$ cat src/rtl/if_stage_pkg.sv
// Shared definitions for the instruction-fetch stage: FSM encoding and
// architectural constants.
package if_stage_pkg;

   typedef enum logic [1:0] {
      S_REQ  = 2'd0,
      S_WAIT = 2'd1,
      S_HOLD = 2'd2
   } if_state_e;

   localparam logic [31:0] NOP_INSTR        = 32'h0000_0013;
   localparam logic [31:0] DEFAULT_RESET_PC = 32'h0000_0000;

endpackage

$ cat src/rtl/if_out_buf.sv
// Holding register for the instruction presented to decode. Contents stay
// frozen between loads, so they are stable for as long as decode stalls.
module if_out_buf
   import if_stage_pkg::*;
(
   input  logic        clk,
   input  logic        rst,
   input  logic        load_pc,
   input  logic [31:0] pc_in,
   input  logic        load_instr,
   input  logic [31:0] instr_in,
   input  logic        misalign_in,
   input  logic        drop,
   output logic        valid,
   output logic [31:0] out_pc,
   output logic [31:0] out_instr,
   output logic        out_misalign
);

   always_ff @(posedge clk or posedge rst) begin
      if (rst) begin
         valid        <= 1'b0;
         out_pc       <= '0;
         out_instr    <= NOP_INSTR;
         out_misalign <= 1'b0;
      end else begin
         if (load_pc) begin
            out_pc <= pc_in;
         end
         // Loading an instruction is what makes the entry visible to decode.
         if (load_instr) begin
            out_instr    <= instr_in;
            out_misalign <= misalign_in;
            valid        <= 1'b1;
         end else if (drop) begin
            valid <= 1'b0;
         end
      end
   end

endmodule

$ cat src/rtl/if_stage.sv
// Instruction fetch stage: owns the PC, issues at most one instruction-memory
// request at a time and hands each fetched instruction to decode.
module if_stage
   import if_stage_pkg::*;
#(
   parameter logic [31:0] RESET_PC = DEFAULT_RESET_PC
) (
   input  logic        clk,
   input  logic        rst,
   output logic [31:0] pc,
   input  logic [31:0] next_pc,
   input  logic        redirect,
   output logic        imem_req_valid,
   input  logic        imem_req_ready,
   output logic [31:0] imem_req_addr,
   input  logic        imem_resp_valid,
   input  logic [31:0] imem_resp_data,
   output logic        if_valid,
   input  logic        if_ready,
   output logic [31:0] if_pc,
   output logic [31:0] if_instr,
   output logic        if_misalign,
   output if_state_e   dbg_state
);

   // Handshakes: a transfer happens on a rising edge where valid and ready are
   // both high; valid never depends on ready, and the payload is held until it
   // transfers. The memory response is a one-cycle pulse with no back-pressure.

   if_state_e   state, state_nxt;
   logic        kill, kill_nxt;
   logic        aligned;
   logic        req_fire;
   logic        load_pc;
   logic        load_instr;
   logic [31:0] instr_sel;
   logic        misalign_sel;
   logic        drop;

   assign aligned        = (pc[1:0] == 2'b00);
   assign imem_req_valid = (state == S_REQ) && aligned;
   assign imem_req_addr  = pc;
   assign req_fire       = imem_req_valid && imem_req_ready;
   assign dbg_state      = state;

   always_ff @(posedge clk or posedge rst) begin
      if (rst) begin
         state <= S_REQ;
         pc    <= RESET_PC;
         kill  <= 1'b0;
      end else begin
         state <= state_nxt;
         kill  <= kill_nxt;
         if (redirect || req_fire) begin
            pc <= next_pc;
         end
      end
   end

   always_comb begin
      state_nxt    = state;
      kill_nxt     = kill;
      load_pc      = 1'b0;
      load_instr   = 1'b0;
      instr_sel    = NOP_INSTR;
      misalign_sel = 1'b0;
      drop         = 1'b0;
      case (state)
         S_REQ: begin
            if (!aligned) begin
               // A redirect replaces the faulting PC before it is reported.
               if (!redirect) begin
                  load_pc      = 1'b1;
                  load_instr   = 1'b1;
                  misalign_sel = 1'b1;
                  state_nxt    = S_HOLD;
               end
            end else if (imem_req_ready) begin
               load_pc   = 1'b1;
               state_nxt = S_WAIT;
               if (redirect) begin
                  kill_nxt = 1'b1;
               end
            end
         end
         S_WAIT: begin
            if (imem_resp_valid) begin
               if (kill || redirect) begin
                  kill_nxt  = 1'b0;
                  state_nxt = S_REQ;
               end else begin
                  load_instr = 1'b1;
                  instr_sel  = imem_resp_data;
                  state_nxt  = S_HOLD;
               end
            end else if (redirect) begin
               kill_nxt = 1'b1;
            end
         end
         S_HOLD: begin
            if (redirect || if_ready) begin
               drop      = 1'b1;
               state_nxt = S_REQ;
            end
         end
         default: begin
            state_nxt = S_REQ;
         end
      endcase
   end

   if_out_buf u_out_buf (
      .clk          (clk),
      .rst          (rst),
      .load_pc      (load_pc),
      .pc_in        (pc),
      .load_instr   (load_instr),
      .instr_in     (instr_sel),
      .misalign_in  (misalign_sel),
      .drop         (drop),
      .valid        (if_valid),
      .out_pc       (if_pc),
      .out_instr    (if_instr),
      .out_misalign (if_misalign)
   );

endmodule

$ cat config.mk
export PLATFORM = sky130hd
export DESIGN_NAME = if_stage
export DESIGN_NICKNAME = d
export VERILOG_FILES = /design/src/rtl/if_stage_pkg.sv /design/src/rtl/if_out_buf.sv /design/src/rtl/if_stage.sv
export SDC_FILE = /design/constraint.sdc
export NUM_CORES = 1
export LEC_CHECK = 0
export BUFFER_PORTS_ARGS = -buffer_cell sky130_fd_sc_hd__buf_2
export CAP_MARGIN = 20
export CORE_AREA = 2 2 105 87
export CTS_BUF_LIST = sky130_fd_sc_hd__clkbuf_8 sky130_fd_sc_hd__clkbuf_16
export CTS_CLUSTER_SIZE = 28
export DETAILED_ROUTE_END_ITERATION = 10
export DIE_AREA = 0 0 107 89
export MAX_ROUTING_LAYER = met4
export PLACE_DENSITY = 0.87
export SKIP_LAST_GASP = 1
export SLEW_MARGIN = 20
export SYNTH_ARGS = -nofsm -noshare
export SYNTH_HDL_FRONTEND = slang
export SYNTH_SLANG_ARGS = --single-unit
export TNS_END_PERCENT = 100
$ cat constraint.sdc
create_clock -name clk -period 4.86 [get_ports clk]
set_input_delay 0.486 -clock clk [delete_from_list [all_inputs] [get_ports clk]]
set_output_delay 0.486 -clock clk [all_outputs]
set_load 0.01 [all_outputs]
# Yosys cells after proc, flatten, opt, wreduce, memory -nomap -nowiden

Index checks and enable logic that the tools add are counted.
Widths: inputs -> output; s select.

Muxes and demuxes: 29
Reductions and logical operators: 11
Equal/unequal tests: 9

Operator list:

| cell               | count |
|---|---|
| $mux 32            | 3 |
| $mux 1             | 17 |
| $mux 2             | 6 |
| $ne 3x3->1 const B | 3 |
| $ne 2x2->1 const B | 4 |
| $reduce_and 4->1   | 2 |
| $pmux 2 s3         | 1 |
| $logic_not 2->1    | 2 |
| $pmux 1 s2         | 2 |
| $reduce_bool 2->1  | 2 |
| $logic_or 1x1->1   | 3 |
| $eq 2x1->1 const B | 1 |
| $eq 2x2->1 const B | 1 |
| $logic_and 1x1->1  | 2 |

Register bits: 101
Logic and storage cells: 56
Input bits: 70
Output and inout port bits: 133

# Logic depth before layout (Yosys ltp)

Depth in word-level cells: 5
Gate-level depth with buffers: 5
Gate-level depth less buffers: 3

# Cells and area by module

A second synthesis with hierarchy kept.

Cells, all modules: 309
Area total of the unflattened synthesis: 4742.0 µm²

By module, submodules not included:

| module     | seq. area each (µm²) | cells an instance | instances | area an instance (µm²) |
|---|---|---|---|---|
| if_out_buf | 1655.3               | 142               | 1         | 2740.1 |
| if_stage   | 875.8                | 167               | 1         | 2001.9 |

# Least setup slack after synthesis

OpenSTA, ideal clock, no wires.

Path type: register -> register
From: reg pc[0] (netlist: imem_req_addr[0])
To: reg u_out_buf.out_pc[20]
Buffers on the path: 1
Path slack: 3121 ps
Clock period less this slack: 1739 ps
Setup time: 125 ps
Cell stages (with the launch flop): 5
Required time: 4735 ps
Arrival: 1614 ps
Cell sequence: dfrtp_1 -> or3b_4 -> a21boi_4 -> buf_6 -> mux2_2

Word-level cells in the longest chain between the ends: 3

RTL lines:

| item                   | RTL line         | text |
|---|---|---|
| from (decl)            | if_stage.sv:10   | `output logic [31:0] pc,` |
| from (signal assigned) | if_stage.sv:55   | `pc <= next_pc;` |
| $logic_not 2->1        | if_stage.sv:40   | `assign aligned = (pc[1:0] == 2'b00);` |
| $mux 1                 | if_stage.sv:70   | `if (!aligned) begin` |
| $mux 1                 | if_stage.sv:68   | `case (state)` |
| to (signal assigned)   | if_out_buf.sv:28 | `out_pc <= pc_in;` |
| to (decl)              | if_out_buf.sv:15 | `output logic [31:0] out_pc,` |

Every way passes these cells.
A chain may end at the register's enable or synchronous reset.

# Final worst setup path

Ends and elaborated chain as after synthesis.

==> reports/metrics.yaml <==
top_layer_used: "met4"
pwr-share-seq: 0.481
track_usage: 0.184
syn_nets: 339
max_freq_mhz: 480
maxSlewHeadroom: 0.567
met1Wirelength_um: 3730
worstMarginPinSlew_ns: 0.648
period_minus_slack_ns: 2.08
setup.worst_path.end_class: "flop"
p_int_w: 0.00167
synth_area_per_cell_um2: 15.1
post_cts_buffers: 0
cts_tree: "yes"
leakagePower_nw: 2.66
gp_congestion: 0.823
rsz0062_at_grt: "false"
layout_commonest_cell: "buf_2"
crit_fanout: 25
cts-hold-fix-buffers: 0
switchingPower_w: 0.000756
clkTransAtPathRegs_ns: 0.09
wl_met2_um: 4370
dp_hpwl_um: 6360
die_y_um: 89
core_um2: 8370
numClockSinks: 101
drt_iter0_drc: 102
vias: 2808
period_share: 0.429
drt-wirelength-per-cell_um: 15.7
die_area_um2: 9520
startpoint_type: "flop"
async_flop_share: 1.00
drcViolationCount: 0
postSynthCellCount: 269
port_buffers: 202
max_cap_violations: 0
slew_violations: 0
power_density_nw_per_um2: 469
status: "completed"
startpoint: "imem_req_addr[0]"
cp.required_ns: 5.10
irDropWorstVdd_uv: 244
clkLatencyLatePin_ns: 0.35
ant_nets: 0
path_class: "flop to flop"
cts_buffers: 9
wl_met3_um: 483
netlist_area_um2: 4070
combPwrFrac: 0.302
worstPathArrival_ns: 2.32
final_cell_mix: "buf_2, dfrtp_1, mux2_2"
ios: 203
rr_startpoint: "imem_req_addr[0]"
grt_pass1_wl_um: 13200
yosys.area.top_type_share: 0.603
synth_warnings: 0
start_util: 0.486
grt_max_degree: 52
yosysSeqAreaShare: 0.623
antennaDiodeCount: 0
nets: 512
antenna_found_initial: 0
drive_above_1_share: 0.660
grt_pass1_vias: 2611
ff2ff_path_depth: 4
setup_violations: 0
synth_edf_count: 0
swShare: 0.312
area_growth_pct: 27.2
die_x_um: 107
synth_cell_types: 27
yosysTopAreaCell: "dfrtp_1"
cts_max_path_buffers: 2
cts_max_level: 3
vias_per_cell: 5.02
hold_class: "primary input to async pin"
clkPwrFrac: 0.216
ys_top_cells_by_area: "dfrtp_1, mux2_2, a22o_1, buf_4, dfstp_2"
power.total_w: 0.00243
hold_violations: 0
wl_um: 8750
fin_worst_skew_ns: 0.00946
placementRows: 30
fin_tns_setup_ns: 0
root_buffer: "clkbuf_8"
grt_overflow: 0
cts_resized: 0
drtPass1Iterations: 4
synth-seq-cells: 101
synth-main-ff-cell: "dfrtp_1"
per-layer routing:
metal	vias to the layer above	track usage
met1	1400	0.226
met3	11	0.0430
met4	0	0.0661
met5	-	-
li1	1273	-
met2	124	0.303
layout make-up:
type                       instances  area [µm²]
clock inverter                     6        63.8
fill                             669        3200
timing repair buffer             206        1080
inverter                           5        21.3
sequential                       101        2530
multi-input combinational        119        1200
tap                              112         140
clock buffer                      10         138
state kept, by name, summed over array words and instances, names as in the netlist:
name	count
imem_req_addr	32
u_out_buf.out_misalign	1
u_out_buf.valid	1
dbg_state	2
u_out_buf.out_pc	32
kill	1
u_out_buf.out_instr	32
cell families (layout without fill, tap and decap cells):
family	count (synthesis)	count (layout)	share of synthesized area
flops	101	101	0.623
mux	65	65	0.180
compound gates	42	42	0.0920
buf+inv	49	227	0.0868
simple gates	12	12	0.0185
Yosys cell counts, types with 2 or more instances:
master	number
dfrtp_1	98
mux2_2	61
buf_4	32
a22o_1	30
buf_6	6
inv_1	5
mux2_1	4
nor2_1	4
a2bb2oi_1	3
buf_2	3
clkbuf_1	3
dfstp_2	3
nand2b_1	2
or2_2	2
power groups by stage:
stage	sequential (W)	combinational, W	clock (W)
after floorplan	0.00127	0.000364	0
after global placement	0.00117	0.000703	0
after detailed placement	0.00119	0.000727	0
after CTS	0.00117	0.000728	0.000543
after global routing	0.00120	0.000789	0.000579
final	0.00117	0.000733	0.000525
critical path, stage by stage (launching register included):
cell and delay (ns):
dfrtp_1 0.49, or3b_4 0.46, a21boi_4 0.42, buf_16 0.23, mux2_2 0.35
through the flow:
stage,cell area [µm²],hold slack (ns),setup slack [ns],util,std cells
after global placement,4910,0.445,2.49,0.587,541
after detailed placement,4910,0.461,2.43,0.587,541
after floorplan,4070,0.456,1.73,-,269
final,5170,0.201,2.78,0.618,559
after CTS,5110,0.212,2.50,0.611,557
after global routing,5170,0.236,2.70,0.618,559
final timing paths:
path | to | slack (ns)
min in group clk | dbg_state[1] | 0.33
worst min-delay path | u_out_buf.out_instr[28] | 0.20
max in group asynchronous | u_out_buf.out_pc[2] | 3.61
worst min register to register | u_out_buf.out_instr[4] | 0.47
worst max-delay path | u_out_buf.out_pc[20] | 2.78
worst max register to register | u_out_buf.out_pc[20] | 2.78
Power figures use the tool's default switching activity.
